**src/rtl/fifo_playback.sv**
```systemverilog
// Read-side sequencer for the board FIFO: pops one word at a time, holds it on
// data_out for HOLD_CYCLES clocks and counts the words popped.
module fifo_playback #(
  parameter int WIDTH       = 4,
  parameter int HOLD_CYCLES = 50000000,
  parameter int CNT_W       = 8
) (
  input  logic             clk100MHz,
  input  logic             reset,
  input  logic             run,
  input  logic             fifo_empty,
  input  logic [WIDTH-1:0] fifo_rd_data,
  output logic             fifo_rd_en,
  output logic [WIDTH-1:0] data_out,
  output logic             data_valid,
  output logic             busy,
  output logic [CNT_W-1:0] pop_count
);

  localparam int HOLD_W = (HOLD_CYCLES > 1) ? $clog2(HOLD_CYCLES) : 1;
  localparam logic [HOLD_W-1:0] HOLD_LOAD = HOLD_W'(HOLD_CYCLES - 1);

  typedef enum logic [1:0] {IDLE, READ, CAPTURE, HOLD} state_e;

  state_e            state_q, state_d;
  logic [HOLD_W-1:0] hold_q, hold_d;
  logic [WIDTH-1:0]  data_q, data_d;
  logic              valid_q, valid_d;
  logic              busy_q, busy_d;
  logic [CNT_W-1:0]  pop_q, pop_d;
  logic              start_read;
  logic              hold_done;

  assign start_read = run && !fifo_empty;
  assign hold_done  = (hold_q == '0);

  always_ff @(posedge clk100MHz) begin
    if (reset) begin
      state_q <= IDLE;
    end else begin
      state_q <= state_d;
    end
  end

  always_comb begin
    state_d = state_q;
    case (state_q)
      IDLE:    if (start_read) state_d = READ;
      READ:    state_d = CAPTURE;
      CAPTURE: state_d = HOLD;
      HOLD:    if (hold_done) state_d = start_read ? READ : IDLE;
      default: state_d = IDLE;
    endcase
  end

  // Read data arrives the cycle after the strobe, so capture happens in CAPTURE.
  always_comb begin
    data_d  = data_q;
    valid_d = valid_q;
    pop_d   = pop_q;
    hold_d  = hold_q;
    busy_d  = (state_d != IDLE);
    case (state_q)
      IDLE: valid_d = 1'b0;
      CAPTURE: begin
        data_d  = fifo_rd_data;
        pop_d   = pop_q + CNT_W'(1);
        hold_d  = HOLD_LOAD;
        valid_d = 1'b1;
      end
      HOLD: begin
        if (hold_done) valid_d = 1'b0;
        else           hold_d  = hold_q - HOLD_W'(1);
      end
      default: ;
    endcase
  end

  always_ff @(posedge clk100MHz) begin
    if (reset) begin
      hold_q  <= '0;
      data_q  <= '0;
      valid_q <= 1'b0;
      busy_q  <= 1'b0;
      pop_q   <= '0;
    end else begin
      hold_q  <= hold_d;
      data_q  <= data_d;
      valid_q <= valid_d;
      busy_q  <= busy_d;
      pop_q   <= pop_d;
    end
  end

  assign fifo_rd_en = (state_q == READ);
  assign data_out   = data_q;
  assign data_valid = valid_q;
  assign busy       = busy_q;
  assign pop_count  = pop_q;

endmodule

```
**config.mk**
```make
export PLATFORM = sky130hd
export DESIGN_NAME = fifo_playback
export DESIGN_NICKNAME = d
export VERILOG_FILES = /design/src/rtl/fifo_playback.sv
export SDC_FILE = /design/constraint.sdc
export NUM_CORES = 1
export LEC_CHECK = 0
export ABC_AREA = 1
export CAP_MARGIN = 25
export CORE_MARGIN = 2
export CORE_UTILIZATION = 46
export DETAILED_ROUTE_END_ITERATION = 8
export GPL_TIMING_DRIVEN = 0
export PLACE_DENSITY_LB_ADDON = 0.08
export RECOVER_POWER = 50
export SETUP_SLACK_MARGIN = 0.2
export SYNTH_ARGS = -nofsm -noshare
export SYNTH_HDL_FRONTEND = slang
export SYNTH_SLANG_ARGS = --single-unit
```
**constraint.sdc**
```tcl
create_clock -name clk100MHz -period 1.9 [get_ports clk100MHz]
set_clock_uncertainty 0.1 [all_clocks]
set_input_delay 0.285 -clock clk100MHz [delete_from_list [all_inputs] [get_ports clk100MHz]]
set_output_delay 0.285 -clock clk100MHz [all_outputs]
set_load 0.02 [all_outputs]
```
* Word level (Yosys, flattened, before mapping)
Cells that the tools add are included.
Word-level totals: output and inout bits 15, latch bits 0, memories 0, bits in registers 42, memory bits (read-only) 0, input bits 8, word-level logic and storage cells 30, bits in writable memories 0
Cells by class: multiplexer cells 8, shift-type cells 0, bitwise logic cells 0, reduce and logical (&&, ||, !) cells 9, multipliers 0, divide/modulo/power cells 0, eq/ne operators 5, add/subtract/negate cells 2, $lt $le $gt $ge 0
Operators by type and width (count):
- $pmux W26 S2 | 1
- $logic_not A26 Y1 | 1
- $mux W26 | 1
- $sub A26 B1 Y26 const B | 1
- $add A8 B1 Y8 const B | 1
- $pmux W2 S4 | 1
- $eq A2 B2 Y1 const B | 2
- $mux W2 | 2
- $ne A2 B2 Y1 const B | 2
- $reduce_and A2 Y1 | 2
- $reduce_bool A2 Y1 | 2
- $pmux W1 S3 | 1
- $reduce_bool A3 Y1 | 1
- $eq A2 B1 Y1 const B | 1
- $logic_not A2 Y1 | 1
- $mux W1 | 2
- $logic_and A1 B1 Y1 | 1
- $logic_not A1 Y1 | 1

* Depth between registers and ports, before layout
depth after elaboration 6, gate-level depth with buffers 12, depth with buffers taken out 12

* Worst setup path after synthesis
No wires, ideal clock.
path type reg2reg, start point reg hold_q[0], end point reg busy_q (netlist: busy), data arrival time 1.418 ns, stages on the path, launching flop included 13, setup time 0.115 ns, path buffers 1, required time 1.685 ns, path slack 0.267 ns, cells stage by stage dfxtp_1 inv_1 ha_1 nand2_1 nor2_2 nand2_2 o21ai_4 nand2_1 buf_6 inv_2 nand2_1 nand2_1 nand2_1
Between the ends: cells in the longest elaborated chain, start to end 4
RTL lines:
- from (decl) | line 26 | logic [HOLD_W-1:0] hold_q, hold_d;
- from (signal assigned) | line 87 | hold_q <= hold_d;
- $logic_not A26 Y1 | line 35 | assign hold_done = (hold_q == '0);
- $mux W2 | line 51 | HOLD: if (hold_done) state_d = start_read ? READ : IDLE;
- $pmux W2 S4 | line 47 | case (state_q)
- $reduce_bool A2 Y1 | line 62 | busy_d = (state_d != IDLE);
- to (signal assigned) | line 90 | busy_q <= busy_d;
- to (decl) | line 29 | logic busy_q, busy_d;
Every way passes these cells. A chain may end at the register's enable or synchronous reset.

* Worst setup path in the final report
start point reg hold_q[7], end point reg hold_q[11]
Between the ends: cells in the longest elaborated chain, start to end 3, elaborated cells on any way between the ends 6, classes of those cells 1 x add/sub; 1 x eq/ne; 2 x mux; 2 x reduce/logical
RTL lines (line):
- $sub A26 B1 Y26 / $logic_not A26 Y1 (equally long branches) | 73, 35
- $mux W26 / $ne A2 B2 Y1 (equally long branches)
- $pmux W26 S2 / $reduce_and A2 Y1 (equally long branches)
Parallel ways exist; a longest one is shown, timed or not. The select of a mux whose other input is x is not followed.

==> impl_results.md <==
* Status: complete, no violations
* Multi-input gate area at 1640 um^2
* Worst-path fanout max at 5
* Syn_area_per_cell at 6.30 um^2
* Clock sink count at 42
* WS Path Type: flip-flop to flip-flop
* VDD IR max at between 500 and 600 uV
* Vias in the first global route at roughly 2.5k
* Yosys reg bits at 42
* DRC violations left at 0
* Sequential cell area at 873 um^2
* IO Pins at 23
* Setup crit end: hold_q[11]$_SDFFE_PP0P_
* Setup total negative slack at 0 ns
* HP Class: input port to flip-flop
* Clock Latency Late Sink at 0.31 ns
* RSZ-0062 raised after global routing: yes
* Number of library cell types mapped by synthesis at 29
* Final WL at roughly 8 mm
* Synth Flop Type: dfxtp_1
* CTS tree: built
* Drt pass-1 iters at 5
* Synthesized cell area at 2440 um^2
* Largest net degree at the start of global routing at 15
* Post-route ant nets at 0
* # setup viols final at 0
* R2R setup slack at about 0.095 ns
* Crit. Startpoint: hold_q[7]$_SDFFE_PP0P_
* Share of layout cells above drive strength 1 at approximately 29%
* Placed inst area at 2740 um^2
* Maximum root-to-sink buffer count at 2
* Number of fill cells in the layout at 452
* Normalized max-slew margin at about half
* Slowest cell on the critical path: dfxtp_2
* Core area at 5110 um^2
* RD Place Congestion at roughly 0.86
* CTS root buf: clkbuf_8
* GRT Util Overall at 24.8%
* Min Tclk post-route at 1.80 ns
* Worst Max-Slew Pin Slew at approximately 0.77 ns
* R2R cell count at 9
* Die ar. at just under 6000 um^2
* Mapped Nets at just under 400
* Nets@finish at ~450
* Die height at ~77 um
* Antenna violations before repair at 0
* Layout overhead on the synthesized area at 39.5%
* CTS Buf Count at 5
* Crit path DAT at a little under 2 ns
* CP most frequent cell: nor2_4
* Max cap viols at 0
* Synth Warn # at 0
* Worst-path cell chain: nor2_4 > nand2_2 > nor2_4 > nand2_4 > o21ai_4 > buf_6 > clkbuf_16 > nand3_1 > a21oi_2
* Cell Pwr Density at roughly 1300 nW/um^2
* Row count at 26
* Fmax at about 0.55 GHz
* Worst r2r dst: hold_q[11]$_SDFFE_PP0P_
* DR vias at between 2k and 3k
* Post-route cell area at ~3400 um^2
* Initial Utilization at roughly 48%
* First-pass GRT wire length at 11.7 mm
* Clock-pin slew on the worst setup and hold paths at around 0.090 ns
* I/O Buffers at 21
* ANT cells at 0
* CP Capture Type: flip-flop
* Period utilization at between 90 and 100%
* Sequential area share after synthesis at ~34%
* Remaining global-route overflow at 0
* H-tree levels at 2
* Final Slew Violations at 0
* Initial DRC count at 261
* Reg2reg start: hold_q[7]$_SDFFE_PP0P_
* Hold Violations, Final at 0
* Post-synthesis instance total at 387
* Placed wire-length estimate at just under 5 mm
* Data required time of the critical path at around 2 ns
* EDFF count, synth at 0
* Max incr delay on CP at 0.36 ns
* Post-CTS Hold Buffers at 0
* Startpoint Class: flip-flop
* Leakage power total at about 1.4 nW
* WL/cell at 15.6 um
* Die width at 76.8 um
* Vias/cell at 5.67
* Post-synth ARST share at 0%
-- worst max-delay path, delay by kind of cell, from the launching register on --
kind	cells	cell delay, ns
simple gates	5	0.59
compound gates	2	0.37
flops	1	0.36
buf+inv	2	0.30
-- per-stage QoR --
step | worst slack [ns] | std cells | hold slack [ns] | power, W | util (%)
after global routing | 0.0399 | 509 | 0.354 | 0.00478 | 66.6
final | 0.0955 | 509 | 0.291 | 0.00451 | 66.6
after CTS | 0.170 | 495 | 0.285 | 0.00395 | 59.8
after detailed placement | -0.0171 | 478 | 0.356 | 0.00284 | 53.6
after floorplan | 0.267 | 387 | 0.352 | 0.00240 | -
after global placement | 0.00160 | 478 | 0.348 | 0.00282 | 53.6
-- cell families (layout without fill, tap and decap cells) --
kind of cell	after synthesis	after routing	synth area share [%]
DFF	42	42	34.5
adders and majority gates	3	3	1.54
xor gates and xnor gates	1	1	0.359
buffers and inverters	49	101	8.21
AOI/OAI and AO/OA	42	42	9.39
and+or+nand+nor	250	250	46.0
-- area by class of cell --
class                           count  share of cell area, %
Tap cell                           70                   2.58
Sequential cell                    42                   25.7
Buffer                             12                   2.58
Clock buffer                        5                   2.02
Multi-Input combinational cell    296                   48.3
Timing Repair Buffer               44                   12.4
Inverter                           37                   4.42
Clock inverter                      3                   2.02
-- synth_stat cells, types with 2 or more instances --
cell | instances | share of area (%)
inv_2 | 3 | 0.46
nor2_2 | 9 | 2.3
ha_1 | 3 | 1.5
inv_1 | 33 | 5.1
clkbuf_1 | 8 | 1.2
o21ai_0 | 11 | 2.3
nand3_1 | 57 | 12
or2_2 | 4 | 1.0
nand2_2 | 2 | 0.51
nor3_1 | 2 | 0.41
a21oi_1 | 27 | 5.5
buf_4 | 2 | 0.62
nand3b_1 | 6 | 1.8
nor3b_1 | 2 | 0.62
nand4_1 | 10 | 2.6
dfxtp_1 | 42 | 34
nand2_1 | 95 | 15
nor2_1 | 60 | 9.2
-- layout by cell type, fill, tap and decap left out, drive strengths merged --
cell type      count
nand2             97
nor2              70
nand3             57
dfxtp             42
inv               35
a21oi             27
buf               24
clkbuf            20
o21ai             13
nand4             10
nand3b             6
clkdlybuf4s50      6
dlygate4sd2        6
dlygate4sd3        5
or2                4
nor3               3
clkinv             3
ha                 3
nor3b              2
bufinv             2
xor2               1
and3               1
a31oi              1
o21a               1
-- registers in the layout, indices dropped and copies added (netlist names) --
register / flops
data_valid: 1
data_out: 4
state_q: 2
busy: 1
pop_count: 8
hold_q: 26
-- power breakdown --
group / leakage [nW] / switching (W) / internal (W)
clock: 0.0683 / 0.000352 / 0.000527
sequential: 0.353 / 0.000218 / 0.00106
combinational: 0.990 / 0.00140 / 0.000954
total: 1.41 / 0.00197 / 0.00254
-- timing repair --
action,4_1_cts,5_1_grt
gates resized for setup,50,65
setup endpoints to repair,32,36
gates cloned,0,3
pin swaps,8,31
buffers inserted,9,11
-- worst min path at each step --
stage / from / cells past startpoint / slack, ns / to
global placement: pop_count[7]$_SDFFE_PP0P_ / 2 / 0.35 / pop_count[7]$_SDFFE_PP0P_
global route: reset / 2 / 0.35 / hold_q[22]$_SDFFE_PP0P_
CTS: reset / 2 / 0.28 / hold_q[22]$_SDFFE_PP0P_
floorplan: fifo_rd_data[0] / 2 / 0.35 / data_out[0]$_SDFFE_PP0P_
detailed placement: pop_count[7]$_SDFFE_PP0P_ / 2 / 0.36 / pop_count[7]$_SDFFE_PP0P_
finish: reset / 2 / 0.29 / hold_q[22]$_SDFFE_PP0P_
-- per-layer routing --
metal / routed length, um / track usage (%) / part of all wire [%]
met1: 3230 / 30.8 / 41
met2: 3860 / 41.9 / 49
met3: 525 / 4.59 / 6.6
met4: 301 / 10.5 / 3.8
met5: 0 / 0 / 0
Power figures use the tool's default switching activity.
